**src/rtl/conv_pkg.sv**
```systemverilog
// Shared types and constants for the 2-D convolution window sequencer.
// Holds the FSM state encoding, TableBuffer geometry and datapath widths,
// and the packed payload carried on the result port.
package conv_pkg;

   localparam int unsigned TB_DIM    = 4;
   localparam int unsigned TB_ADDR_W = 2;
   localparam int unsigned DATA_W    = 8;
   localparam int unsigned ACC_W     = 20;

   typedef enum logic [2:0] {
      IDLE = 3'd0,
      LOAD = 3'd1,
      MAC  = 3'd2,
      EMIT = 3'd3,
      DONE = 3'd4
   } conv_state_e;

   // Result payload: sum plus the output position it belongs to
   typedef struct packed {
      logic [ACC_W-1:0]     data;
      logic [TB_ADDR_W-1:0] row;
      logic [TB_ADDR_W-1:0] col;
   } conv_result_t;

endpackage

```
**src/rtl/conv_mac.sv**
```systemverilog
// Multiply-accumulate for one convolution window.
// Build option: CONV_SIGNED_EN makes pixels/kernel two's complement and the
// product sign-extended; otherwise everything is unsigned.
// Ports:
//   clk, rst          clock, async active-high reset
//   en_i              accumulate this cycle
//   first_i           first step of a window: restart the sum from the product
//   img_px_i/ker_px_i operands
//   sum_c_o           combinational running sum including this cycle's product
module conv_mac
   import conv_pkg::*;
(
   input  logic              clk,
   input  logic              rst,
   input  logic              en_i,
   input  logic              first_i,
   input  logic [DATA_W-1:0] img_px_i,
   input  logic [DATA_W-1:0] ker_px_i,
   output logic [ACC_W-1:0]  sum_c_o
);

   localparam int unsigned PROD_W = 2 * DATA_W;

   logic [ACC_W-1:0] prod_ext;
   logic [ACC_W-1:0] acc_q;

   // Product, widened to the accumulator
`ifdef CONV_SIGNED_EN
   logic signed [PROD_W-1:0] prod_s;
   always_comb begin
      prod_s   = $signed(img_px_i) * $signed(ker_px_i);
      prod_ext = {{(ACC_W-PROD_W){prod_s[PROD_W-1]}}, prod_s};
   end
`else
   logic [PROD_W-1:0] prod_u;
   always_comb begin
      prod_u   = img_px_i * ker_px_i;
      prod_ext = ACC_W'(prod_u);
   end
`endif

   assign sum_c_o = first_i ? prod_ext : (acc_q + prod_ext);

   // Accumulator
   always_ff @(posedge clk or posedge rst) begin
      if (rst)       acc_q <= '0;
      else if (en_i) acc_q <= sum_c_o;
   end

endmodule

```
**src/rtl/conv_window_ctrl.sv**
```systemverilog
// Sequencer for one 2-D convolution pass over a 4x4 image TableBuffer.
// Loads image and kernel buffers, walks each KxK window in raster order,
// accumulates via conv_mac, and streams (4-K+1)^2 results over valid/ready.
// Build option: CONV_SIGNED_EN (selects signed MAC arithmetic in conv_mac).
// Ports:
//   clk, rst                    clock, async active-high reset
//   start / busy / done         pass control
//   img_ld, ker_ld              buffer load strobes
//   img_row/img_col, ker_row/ker_col  registered read addresses
//   img_px, ker_px              combinational buffer read data
//   out_data/out_row/out_col/out_valid/out_ready  result stream
module conv_window_ctrl
   import conv_pkg::*;
#(
   parameter int unsigned K = 3
) (
   input  logic                 clk,
   input  logic                 rst,
   input  logic                 start,
   output logic                 busy,
   output logic                 done,
   output logic                 img_ld,
   output logic                 ker_ld,
   output logic [TB_ADDR_W-1:0] img_row,
   output logic [TB_ADDR_W-1:0] img_col,
   output logic [TB_ADDR_W-1:0] ker_row,
   output logic [TB_ADDR_W-1:0] ker_col,
   input  logic [DATA_W-1:0]    img_px,
   input  logic [DATA_W-1:0]    ker_px,
   output logic [ACC_W-1:0]     out_data,
   output logic [TB_ADDR_W-1:0] out_row,
   output logic [TB_ADDR_W-1:0] out_col,
   output logic                 out_valid,
   input  logic                 out_ready
);

   localparam int unsigned NOUT = TB_DIM - K + 1;
   localparam logic [TB_ADDR_W-1:0] KMAX = TB_ADDR_W'(K - 1);
   localparam logic [TB_ADDR_W-1:0] NMAX = TB_ADDR_W'(NOUT - 1);

   conv_state_e          state_q, state_d;
   logic [TB_ADDR_W-1:0] kr_q, kr_d, kc_q, kc_d;
   logic [TB_ADDR_W-1:0] img_row_q, img_col_q;
   conv_result_t         res_q, res_d;
   logic                 valid_q, valid_d;
   logic                 busy_q, done_q, ld_q;
   logic                 mac_en_c, first_c, last_c;
   logic [ACC_W-1:0]     sum_c;

   assign first_c = (kr_q == '0) && (kc_q == '0);
   assign last_c  = (res_q.row == NMAX) && (res_q.col == NMAX);

   conv_mac u_mac (
      .clk      (clk),
      .rst      (rst),
      .en_i     (mac_en_c),
      .first_i  (first_c),
      .img_px_i (img_px),
      .ker_px_i (ker_px),
      .sum_c_o  (sum_c)
   );

   // Next-state, window walk and result capture
   always_comb begin
      state_d  = state_q;
      kr_d     = kr_q;
      kc_d     = kc_q;
      res_d    = res_q;
      valid_d  = valid_q;
      mac_en_c = 1'b0;
      unique case (state_q)
         IDLE: if (start) state_d = LOAD;
         LOAD: begin
            state_d   = MAC;
            kr_d      = '0;
            kc_d      = '0;
            res_d.row = '0;
            res_d.col = '0;
         end
         MAC: begin
            mac_en_c = 1'b1;
            if (kc_q == KMAX) begin
               kc_d = '0;
               if (kr_q == KMAX) begin
                  kr_d       = '0;
                  res_d.data = sum_c;
                  valid_d    = 1'b1;
                  state_d    = EMIT;
               end else begin
                  kr_d = kr_q + TB_ADDR_W'(1);
               end
            end else begin
               kc_d = kc_q + TB_ADDR_W'(1);
            end
         end
         EMIT: if (out_ready) begin
            valid_d = 1'b0;
            if (last_c) begin
               state_d = DONE;
            end else begin
               state_d = MAC;
               if (res_q.col == NMAX) begin
                  res_d.col = '0;
                  res_d.row = res_q.row + TB_ADDR_W'(1);
               end else begin
                  res_d.col = res_q.col + TB_ADDR_W'(1);
               end
            end
         end
         DONE:    state_d = IDLE;
         default: state_d = IDLE;
      endcase
   end

   // State and registered outputs; status flags are decoded from next state
   always_ff @(posedge clk or posedge rst) begin
      if (rst) begin
         state_q   <= IDLE;
         kr_q      <= '0;
         kc_q      <= '0;
         res_q     <= '0;
         valid_q   <= 1'b0;
         busy_q    <= 1'b0;
         done_q    <= 1'b0;
         ld_q      <= 1'b0;
         img_row_q <= '0;
         img_col_q <= '0;
      end else begin
         state_q   <= state_d;
         kr_q      <= kr_d;
         kc_q      <= kc_d;
         res_q     <= res_d;
         valid_q   <= valid_d;
         busy_q    <= (state_d != IDLE);
         done_q    <= (state_d == DONE);
         ld_q      <= (state_d == LOAD);
         img_row_q <= res_d.row + kr_d;
         img_col_q <= res_d.col + kc_d;
      end
   end

   assign busy      = busy_q;
   assign done      = done_q;
   assign img_ld    = ld_q;
   assign ker_ld    = ld_q;
   assign img_row   = img_row_q;
   assign img_col   = img_col_q;
   assign ker_row   = kr_q;
   assign ker_col   = kc_q;
   assign out_data  = res_q.data;
   assign out_row   = res_q.row;
   assign out_col   = res_q.col;
   assign out_valid = valid_q;

endmodule

```
**config.mk**
```make
export PLATFORM = sky130hd
export DESIGN_NAME = conv_window_ctrl
export DESIGN_NICKNAME = d
export VERILOG_FILES = /design/src/rtl/conv_pkg.sv /design/src/rtl/conv_mac.sv /design/src/rtl/conv_window_ctrl.sv
export SDC_FILE = /design/constraint.sdc
export NUM_CORES = 1
export LEC_CHECK = 0
export ABC_AREA = 1
export CAP_MARGIN = 20
export CORE_ASPECT_RATIO = 1.75
export CORE_MARGIN = 2
export CORE_UTILIZATION = 46
export CTS_BUF_LIST = sky130_fd_sc_hd__clkbuf_16
export CTS_CLUSTER_SIZE = 14
export DETAILED_ROUTE_END_ITERATION = 10
export GPL_TIMING_DRIVEN = 0
export HOLD_SLACK_MARGIN = 0.03
export PLACE_DENSITY_LB_ADDON = 0.2
export SLEW_MARGIN = 20
export SYNTH_ARGS = -nofsm -noshare
export SYNTH_HDL_FRONTEND = slang
export SYNTH_SLANG_ARGS = --single-unit
export TNS_END_PERCENT = 10
```
**constraint.sdc**
```tcl
create_clock -name clk -period 3.9 [get_ports clk]
set_input_delay 1.17 -clock clk [delete_from_list [all_inputs] [get_ports clk]]
set_output_delay 1.17 -clock clk [all_outputs]
set_load 0.005 [all_outputs]
```
==> results of run 1 <==
[layout by cell type (no fill, tap or decap), types with 6 or more instances in the layout]
master and instances:
nor2_1 30, nand2_2 40, nor2_4 8, nand2_1 266, dfrtp_1 59, a31oi_1 6, nand3_2 17, nand3_1 35
nand2_4 21, clkbuf_16 12, a21oi_1 8, inv_1 160, o21ai_0 9, inv_2 27, nand4_1 17, nor3_1 6
buf_8 6, ha_1 35, buf_4 12, nor2_2 6, fa_1 33, clkdlybuf4s50_1 40, ha_4 20, a21oi_2 8
[layout make-up]
class	instances	area (um^2)	area share [%]
plain buffers	27	324.1	3.940
clock buffers	9	225.2	2.738
clock inverters	7	92.59	1.126
inverters	188	708.2	8.611
multi-input cells	625	4669	56.78
flip-flops and latches	59	1476	17.95
well taps	171	214.0	2.602
repair buffers	52	514.2	6.253
[through the flow]
stage | hold WS, ns | cell area (um^2) | utilization [%] | cells | TNS (ns)
after floorplan | 0.4528 | 6506 | - | 899 | -40.91
after global placement | 0.4638 | 7121 | 54.75 | 1110 | -53.95
after detailed placement | 0.4646 | 7151 | 54.98 | 1111 | -54.61
after CTS | 0.4857 | 7799 | 59.96 | 1131 | -40.23
after global routing | 0.5020 | 8224 | 63.23 | 1138 | -45.42
final | 0.4780 | 8224 | 63.23 | 1138 | -38.85
[how the worst max path moves through the flow]
stage                      end  slack (ns)  cells past startpoint
3_3_place_gp      out_data[14]       -1.97                     28
5_1_grt           out_data[16]       -1.70                     26
2_1_floorplan  u_mac.acc_q[13]       -1.45                     27
6_report          out_data[17]       -1.49                     28
3_5_place_dp      out_data[14]       -2.00                     28
4_1_cts           out_data[17]       -1.49                     28
[registers in the layout, summed over array words and instances, names as in the netlist]
name and cells:
busy 1, done 1, img_col 2, img_ld 1
img_row 2, ker_col 2, ker_row 2, out_col 2
out_data 20, out_row 2, out_valid 1, state_q 3
u_mac.acc_q 20
[repair_timing]
action	CTS	global route
gates resized for setup	69	102
pin swaps	26	36
setup buffers	4	7
endpoints found under the setup margin	32	32
[critical path: stages]
cell and delay, ns:
clkbuf_16 0.13, nand2_4 0.05, fa_1 0.49, fa_1 0.51, inv_1 0.05, fa_1 0.50, inv_2 0.04, fa_1 0.49
inv_2 0.05, ha_4 0.25, nand2_4 0.11, a21oi_4 0.05, nor2_1 0.10, nand2_1 0.07, or2_4 0.23, and2_4 0.16
ha_4 0.31, nand2_4 0.07, inv_2 0.06, nand2_1 0.07, nand2_2 0.10, inv_1 0.07, nand3_2 0.10, nand2_1 0.08
nand2_1 0.06, nand2_1 0.07, nand4_1 0.10, nand2_1 0.06
[per-layer routing]
layer	global-route usage, %	vias up	share of wire [%]
met1	23.83	2689	35
met4	13.56	0	5.9
li1	-	2850	-
met3	2.696	56	2.8
met5	0	-	0
met2	49.38	115	56
[cells by family after synthesis]
group / synth area share (%)
AND/OR/NAND/NOR: 31.98
buffers and inverters: 13.64
adder cells (fa/ha/maj): 23.70
flip-flops: 24.07
AO/OA/AOI/OAI: 4.446
XOR/XNOR: 1.999
multiplexers: 0.1632
==> key figures, run 1 <==
Run status
  – Status: finished with violations
  – Violated checks: negative setup slack

Routing
  – DR vias: 5710
  – DRT iter0 DRCs: slightly below 200
  – DRC: 0
  – Routed Antenna Nets: 0
  – Routed wire per std cell: 14.85 um
  – DRT Pass-1 Iters: 4
  – DR vias/cell: 5.018
  – Final wirelength: ~17000 um

Synth
  – Post-synth ARST share: 100.0%
  – #FFs+latches synth: between 50 and 60
  – Cells after Synth: roughly 900
  – Cell taking the most area after synthesis: dfrtp_1
  – Top cell type's share of synthesized area: about a quarter
  – Distinct cell type count after synthesis: 35
  – Most frequent cells after synthesis: nand2_1 (327), inv_1 (183), dfrtp_1 (59), ha_1 (57), nand3_1 (50)
  – Mean Syn Cell Area: 6.824 um^2
  – Area contributors post-synth: dfrtp_1 (24%), nand2_1 (20%), fa_1 (12%), ha_1 (12%), inv_1 (11%)
  – Most frequent cell after synthesis: nand2_1
  – Post-synth EDFFs: 0
  – Synth warnings: 0
  – Seq/Total Area, Yosys: 24.07%
  – Post-Syn Nets: 1013
  – Synthesized area: 6135 um^2
  – Synth Flop Type: dfrtp_1

Placed design
  – GPL Wtd Cong: 0.9684
  – DP HPWL: 13540 um
  – Pre-CTS WS: -1.998 ns
  – I/O Buffers: 40

Clocking
  – Clock Sink Count: 59
  – # hold bufs at CTS: 0
  – CTS buffer count: 9
  – CTS root buf: clkbuf_16
  – H-tree Lvls: 3
  – Clk Latency, worst-skew pair: 0.33 ns
  – CTS tree: yes
  – Clk buf depth: 2
  – Reg clk slew, reported paths: 0.05 ns

Die
  – Die Ht: 156.8 um
  – Die area: ~14000 um^2
  – Initial Utilization: 47.17%
  – I/O pin count: 57
  – Core Area: 13010 um^2
  – Site Rows: 55
  – Die Wd: 91.30 um

Timing
  – RSZ-0062 raised after global routing: yes
  – Final period util: 138.2%
  – Final setup fails: 32
  – Final Hold Vio Count: 0
  – Period minus WS final: 5.392 ns
  – Slew HR: a little under three fifths
  – Setup Skew: just under 0.008 ns
  – Final Slew Violations: 0
  – Worst Setup Slack, final: -1.492 ns
  – Max Clock Freq: 0.1855 GHz
  – Worst slew pin tran: 0.6710 ns

Final layout
  – Final nets: 1076
  – Fillers: 1146
  – Diodes inserted: 0
  – Area delta synth->final: 34.06%
  – Share of layout cells above drive strength 1: around a quarter

Min path
  – Min-Delay Path Class: reg2reg
  – HP Start: out_data[9]
  – Hold endpoint: out_data[9]
  – Worst hold stages: 2

Setup path
  – Endpoint class of the critical path: register
  – Crit-path max FO: 7
  – Critical R2R Capture: out_data[8]
  – Reg-to-reg startpoint: u_mac.acc_q[0]
  – Flop2flop setup slack: 1.51 ns
  – Arrival @ worst endpoint: 5.60 ns
  – Critical path startpoint: img_px[3]
  – Setup CP Type: in2reg
  – CP startpoint kind: primary input
  – Worst reg2reg path depth: 11
  – WP data required: 4.11 ns

GRT
  – Grt total ovfl: 0
  – First-pass GRT wire length: between 20000 and 30000 um
  – Tot GR Track Use: 24.62%
  – Vias in the first global route: approximately 5900
  – Largest net degree at the start of global routing: 55
  – Initial antenna violation count: 0

Job
  – Max-Cap Viols: 0
Power of run 1 is not shown: default switching activity piles up to over one toggle a cycle in this logic, so the estimate is an artifact.
==> inputs of run 2 (changes only) <==
Settings changed: CAP_MARGIN 20 to 15, CORE_MARGIN 2 to unset, SLEW_MARGIN 20 to unset.
==> key figures, run 2 (synthesis results as in run 1) <==
Setup path
  – Arrival @ worst endpoint: 5.68 ns
  – Flop2flop setup slack: 1.62 ns
  – Endpoint class of the critical path: register
  – Most used cell, CP: nand2_1
  – CP startpoint kind: primary input
  – CP peak stage delay: roughly 0.54 ns
  – WP data required: ~4 ns
  – Setup CP Type: in2reg
  – Worst setup endpoint: out_data[14]
  – Crit-path max FO: 8
  – Worst path bufs/invs: 5
  – Worst path slowest cell: fa_1
  – CP delay by family, top: adder cells
  – Reg-to-reg startpoint: u_mac.acc_q[0]
  – Worst reg2reg path depth: 11
  – Critical R2R Capture: out_data[8]
  – Critical path startpoint: ker_px[4]
  – WP depth: 28

Timing
  – Final Slew Violations: 0
  – Max Clock Freq: 0.1828 GHz
  – Worst slew pin tran: around 0.68 ns
  – Period minus WS final: around 5.5 ns
  – Final period util: 140.2%
  – Final Hold Vio Count: 0
  – Setup Skew: roughly 0.0063 ns
  – Slew HR: 54.58%
  – RSZ-0062 raised after global routing: yes
  – Worst Setup Slack, final: -1.570 ns
  – Final setup fails: 32

Clocking
  – CTS buffer count: 9
  – CTS root buf: clkbuf_16
  – H-tree Lvls: 3
  – Reg clk slew, reported paths: 0.05 ns
  – Clock Sink Count: 59
  – Clk Latency, worst-skew pair: 0.33 ns
  – CTS tree: yes
  – Clk buf depth: 2

GRT
  – Vias in the first global route: 5961
  – First-pass GRT wire length: about 28000 um
  – Largest net degree at the start of global routing: 32
  – Tot GR Track Use: roughly a quarter
  – Initial antenna violation count: 0
  – Grt total ovfl: 0

Routing
  – DR vias: between 5000 and 6000
  – DRT iter0 DRCs: 124
  – DRC: 0
  – DR vias/cell: 5.018
  – DRT Pass-1 Iters: 4
  – Final wirelength: around 17000 um
  – Routed wire per std cell: 15.04 um
  – Routed Antenna Nets: 0

Die
  – Core Area: 12940 um^2
  – I/O pin count: 57
  – Initial Utilization: between 40% and 50%
  – Die Wd: about 89 um
  – Site Rows: 55
  – Die Ht: roughly 150 um
  – Die area: 13820 um^2

Placed design
  – DP HPWL: 13770 um
  – I/O Buffers: 40
  – GPL Wtd Cong: ~0.94

Job
  – Max-Cap Viols: 0

Final layout
  – Diodes inserted: 0
  – Share of layout cells above drive strength 1: a little over a fifth
  – Core Util, Final: 62.39%
  – Fillers: about 1300
  – Area delta synth->final: 31.57%
  – Most frequent cells in the layout: nand2_1 (277), inv_1 (166), dfrtp_1 (59)
  – Final nets: 1070
  – Commonest non-fill, non-tap cell in the layout: nand2_1

Min path
  – Min-Delay Path Class: reg2reg
  – Worst hold stages: 2

Run status
  – Violated checks: negative setup slack
  – Status: finished with violations
[run 2: changes by cell type in the layout (fill, tap and decap cells not counted), sizes merged]
cell,delta
clkbuf,+8
inv,+1
clkinv,-1
clkinvlp,+1
buf,-14
bufinv,-1
[run 2: worst min-delay path by stage]
stage                          from              end  slack, ns
floorplan           u_mac.acc_q[10]  u_mac.acc_q[10]       0.45
global placement        out_data[9]      out_data[9]       0.46
detailed placement     out_data[15]     out_data[15]       0.47
CTS                    out_data[15]     out_data[15]       0.48
global route           out_data[16]     out_data[16]       0.49
finish                  out_data[2]      out_data[2]       0.48
[run 2: per-stage QoR]
step                      cells  setup TNS, ns  worst slack [ns]  area, um^2  hold WS, ns
final                      1132         -39.78            -1.570        8071       0.4775
after global routing       1132         -46.79            -1.767        8071       0.4932
after CTS                  1132         -39.13            -1.513        7929       0.4794
after detailed placement   1111         -56.04            -2.067        7141       0.4679
after global placement     1110         -54.63            -2.029        7121       0.4644
after floorplan             899         -40.91            -1.450        6506       0.4528
[run 2: routing by layer]
layer,part of all wire [%],vias to the layer above,track usage [%]
li1,-,2840,-
met1,35,2686,25.88
met2,58,104,51.73
met3,2.3,50,2.615
met4,5.1,0,15.95
met5,0,-,0
[run 2: cell type report]
cell class	count	area, um^2	area share [%]
inverter	188	710.7	8.805
clock buffer	9	225.2	2.790
tap	171	214.0	2.651
sequential	59	1476	18.29
timing repair buffer	46	457.9	5.674
multi-input combinational	625	4582	56.77
buffer	27	345.3	4.278
clock inverter	7	60.06	0.7441
[run 2: timing repair]
action	4_1_cts	5_1_grt
hold endpoints to repair	0	0
pin swaps	40	14
buffers inserted	5	0
hold buffers	0	0
resized for setup	98	37
endpoints found under the setup margin	32	32
[run 2: worst reg2reg max path: stages (launching register included)]
cell and delay [ns]:
dfrtp_1 0.38, ha_1 0.25, fa_1 0.48, nand3_1 0.13
nand3_1 0.18, nand2_1 0.13, nand3_2 0.11, or2_4 0.25
nand3_2 0.06, nand2_2 0.08, nand2_1 0.07, nand2_1 0.05
Power of run 2 is left out for the same reason.
==> inputs of run 3 (changes only) <==
Settings changed: PLACE_DENSITY set to 0.67, PLACE_DENSITY_LB_ADDON 0.2 to unset.
==> key figures, run 3 (synthesis results as in run 1) <==
Run status
  – Status: finished with violations
  – Violated checks: negative setup slack

Timing
  – Final period util: 139.0%
  – Setup Skew: 0.007365 ns
  – Final Slew Violations: 0
  – Worst slew pin tran: around 0.67 ns
  – Final setup fails: 32
  – Final Hold Vio Count: 0
  – Max Clock Freq: 0.1845 GHz
  – RSZ-0062 raised after global routing: yes
  – WHS: 0.4757 ns
  – Slew HR: 55.49%
  – Period minus WS final: 5.421 ns
  – Worst Setup Slack, final: -1.521 ns

Setup path
  – Worst path slowest cell: fa_1
  – Setup CP Type: in2reg
  – Flop2flop setup slack: 1.50 ns
  – CP peak stage delay: 0.53 ns
  – WP data required: around 4.1 ns
  – Crit-path max FO: 8
  – Arrival @ worst endpoint: between 5 and 6 ns
  – CP delay by family, top: adder cells
  – Endpoint class of the critical path: register
  – Reg-to-reg startpoint: u_mac.acc_q[0]
  – Worst reg2reg path depth: 11
  – Critical R2R Capture: out_data[8]
  – CP startpoint kind: primary input
  – Worst path bufs/invs: 4

GRT
  – Grt total ovfl: 0
  – Met2 Use GR: 51.51%
  – Largest net degree at the start of global routing: 42
  – GR peak layer: met2
  – GR Util met3: 3.522%
  – Met1 GRT Util: 25.23%
  – Initial antenna violation count: 0
  – Vias in the first global route: 5900
  – Tot GR Track Use: between 20% and 30%
  – First-pass GRT wire length: 27610 um

Min path
  – Worst hold stages: 2
  – HP Start: out_data[14]
  – Min-Delay Path Class: reg2reg
  – Hold endpoint: out_data[14]

Routing
  – DR vias: 5687
  – Routed Antenna Nets: 0
  – DR vias/cell: 5.011
  – Final wirelength: approximately 17000 um
  – DRT iter0 DRCs: between 200 and 250
  – DRC: 0
  – Routed wire per std cell: around 15 um
  – DRT Pass-1 Iters: 4

Final layout
  – Diodes inserted: 0
  – Area delta synth->final: 31.90%
  – Share of layout cells above drive strength 1: 22.72%
  – Final nets: 1073
  – Commonest non-fill, non-tap cell in the layout: nand2_1
  – Most frequent cells in the layout: nand2_1 (271), inv_1 (163), dfrtp_1 (59)
  – Post-Layout Cell Count: 1135

Placed design
  – I/O Buffers: 40
  – GPL Wtd Cong: 0.9284
  – DP HPWL: approximately 14000 um
  – Post-placement cell count: approximately 1100

Die
  – Die Ht: 154.8 um
  – Site Rows: 55
  – Initial Utilization: a little under half
  – I/O pin count: 57
  – Die Wd: about 90 um
  – Die area: 13820 um^2
  – Core Area: approximately 13000 um^2

Clocking
  – Clock Sink Count: 59
  – # hold bufs at CTS: 0
  – CTS root buf: clkbuf_16
  – Clk buf depth: 2
  – H-tree Lvls: 3
  – Reg clk slew, reported paths: around 0.050 ns
  – Clk Latency, worst-skew pair: 0.33 ns
  – CTS buffer count: 9
  – CTS tree: yes

Job
  – Max-Cap Viols: 0
==> run 3: what timing repair did <==
item | CTS | global route
setup endpoints to repair | 32 | 32
buffers inserted | 1 | 7
resized for setup | 78 | 73
pin swaps | 18 | 34
==> run 3: metrics by stage <==
step	area [um^2]	setup slack (ns)	util, %	setup TNS (ns)
after CTS	7766	-1.493	60.03	-40.39
final	8092	-1.521	62.54	-39.94
after global routing	8092	-1.757	62.54	-46.29
after floorplan	6506	-1.450	-	-40.91
after global placement	7121	-2.021	55.04	-54.64
after detailed placement	7141	-2.083	55.19	-56.48
==> run 3: area by class of cell <==
type	instances	area (um^2)
clock buffer	9	225.2
timing repair buffer	49	484.2
tap	171	214.0
clock inverter	7	60.06
inverter	188	708.2
sequential	59	1476
buffer	27	306.5
fill	1239	4846
multi-input combinational	625	4617
==> run 3: worst max path at each step <==
stage / end / from / cells after the start
final: out_data[18] / img_px[0] / 26
after global routing: out_data[14] / img_px[2] / 27
after CTS: out_data[19] / ker_px[4] / 27
after detailed placement: out_data[14] / img_px[5] / 27
after global placement: out_data[14] / img_px[5] / 27
after floorplan: u_mac.acc_q[13] / img_px[3] / 27
==> run 3: routing by layer <==
layer / vias to the layer above / share of wire, %
met3: 52 / 2.9
met4: 0 / 5.2
met2: 115 / 58
met1: 2683 / 34
met5: - / 0
li1: 2837 / -
==> run 3: worst reg2reg max path: cells and delay by family (launching register included) <==
| kind | cells | cell delay [ns] |
|---|---|---|
| flip-flops | 1 | 0.39 |
| AND/OR/NAND/NOR | 9 | 1.15 |
| adder cells (fa/ha/maj) | 2 | 0.75 |
Power of run 3 is left out for the same reason.
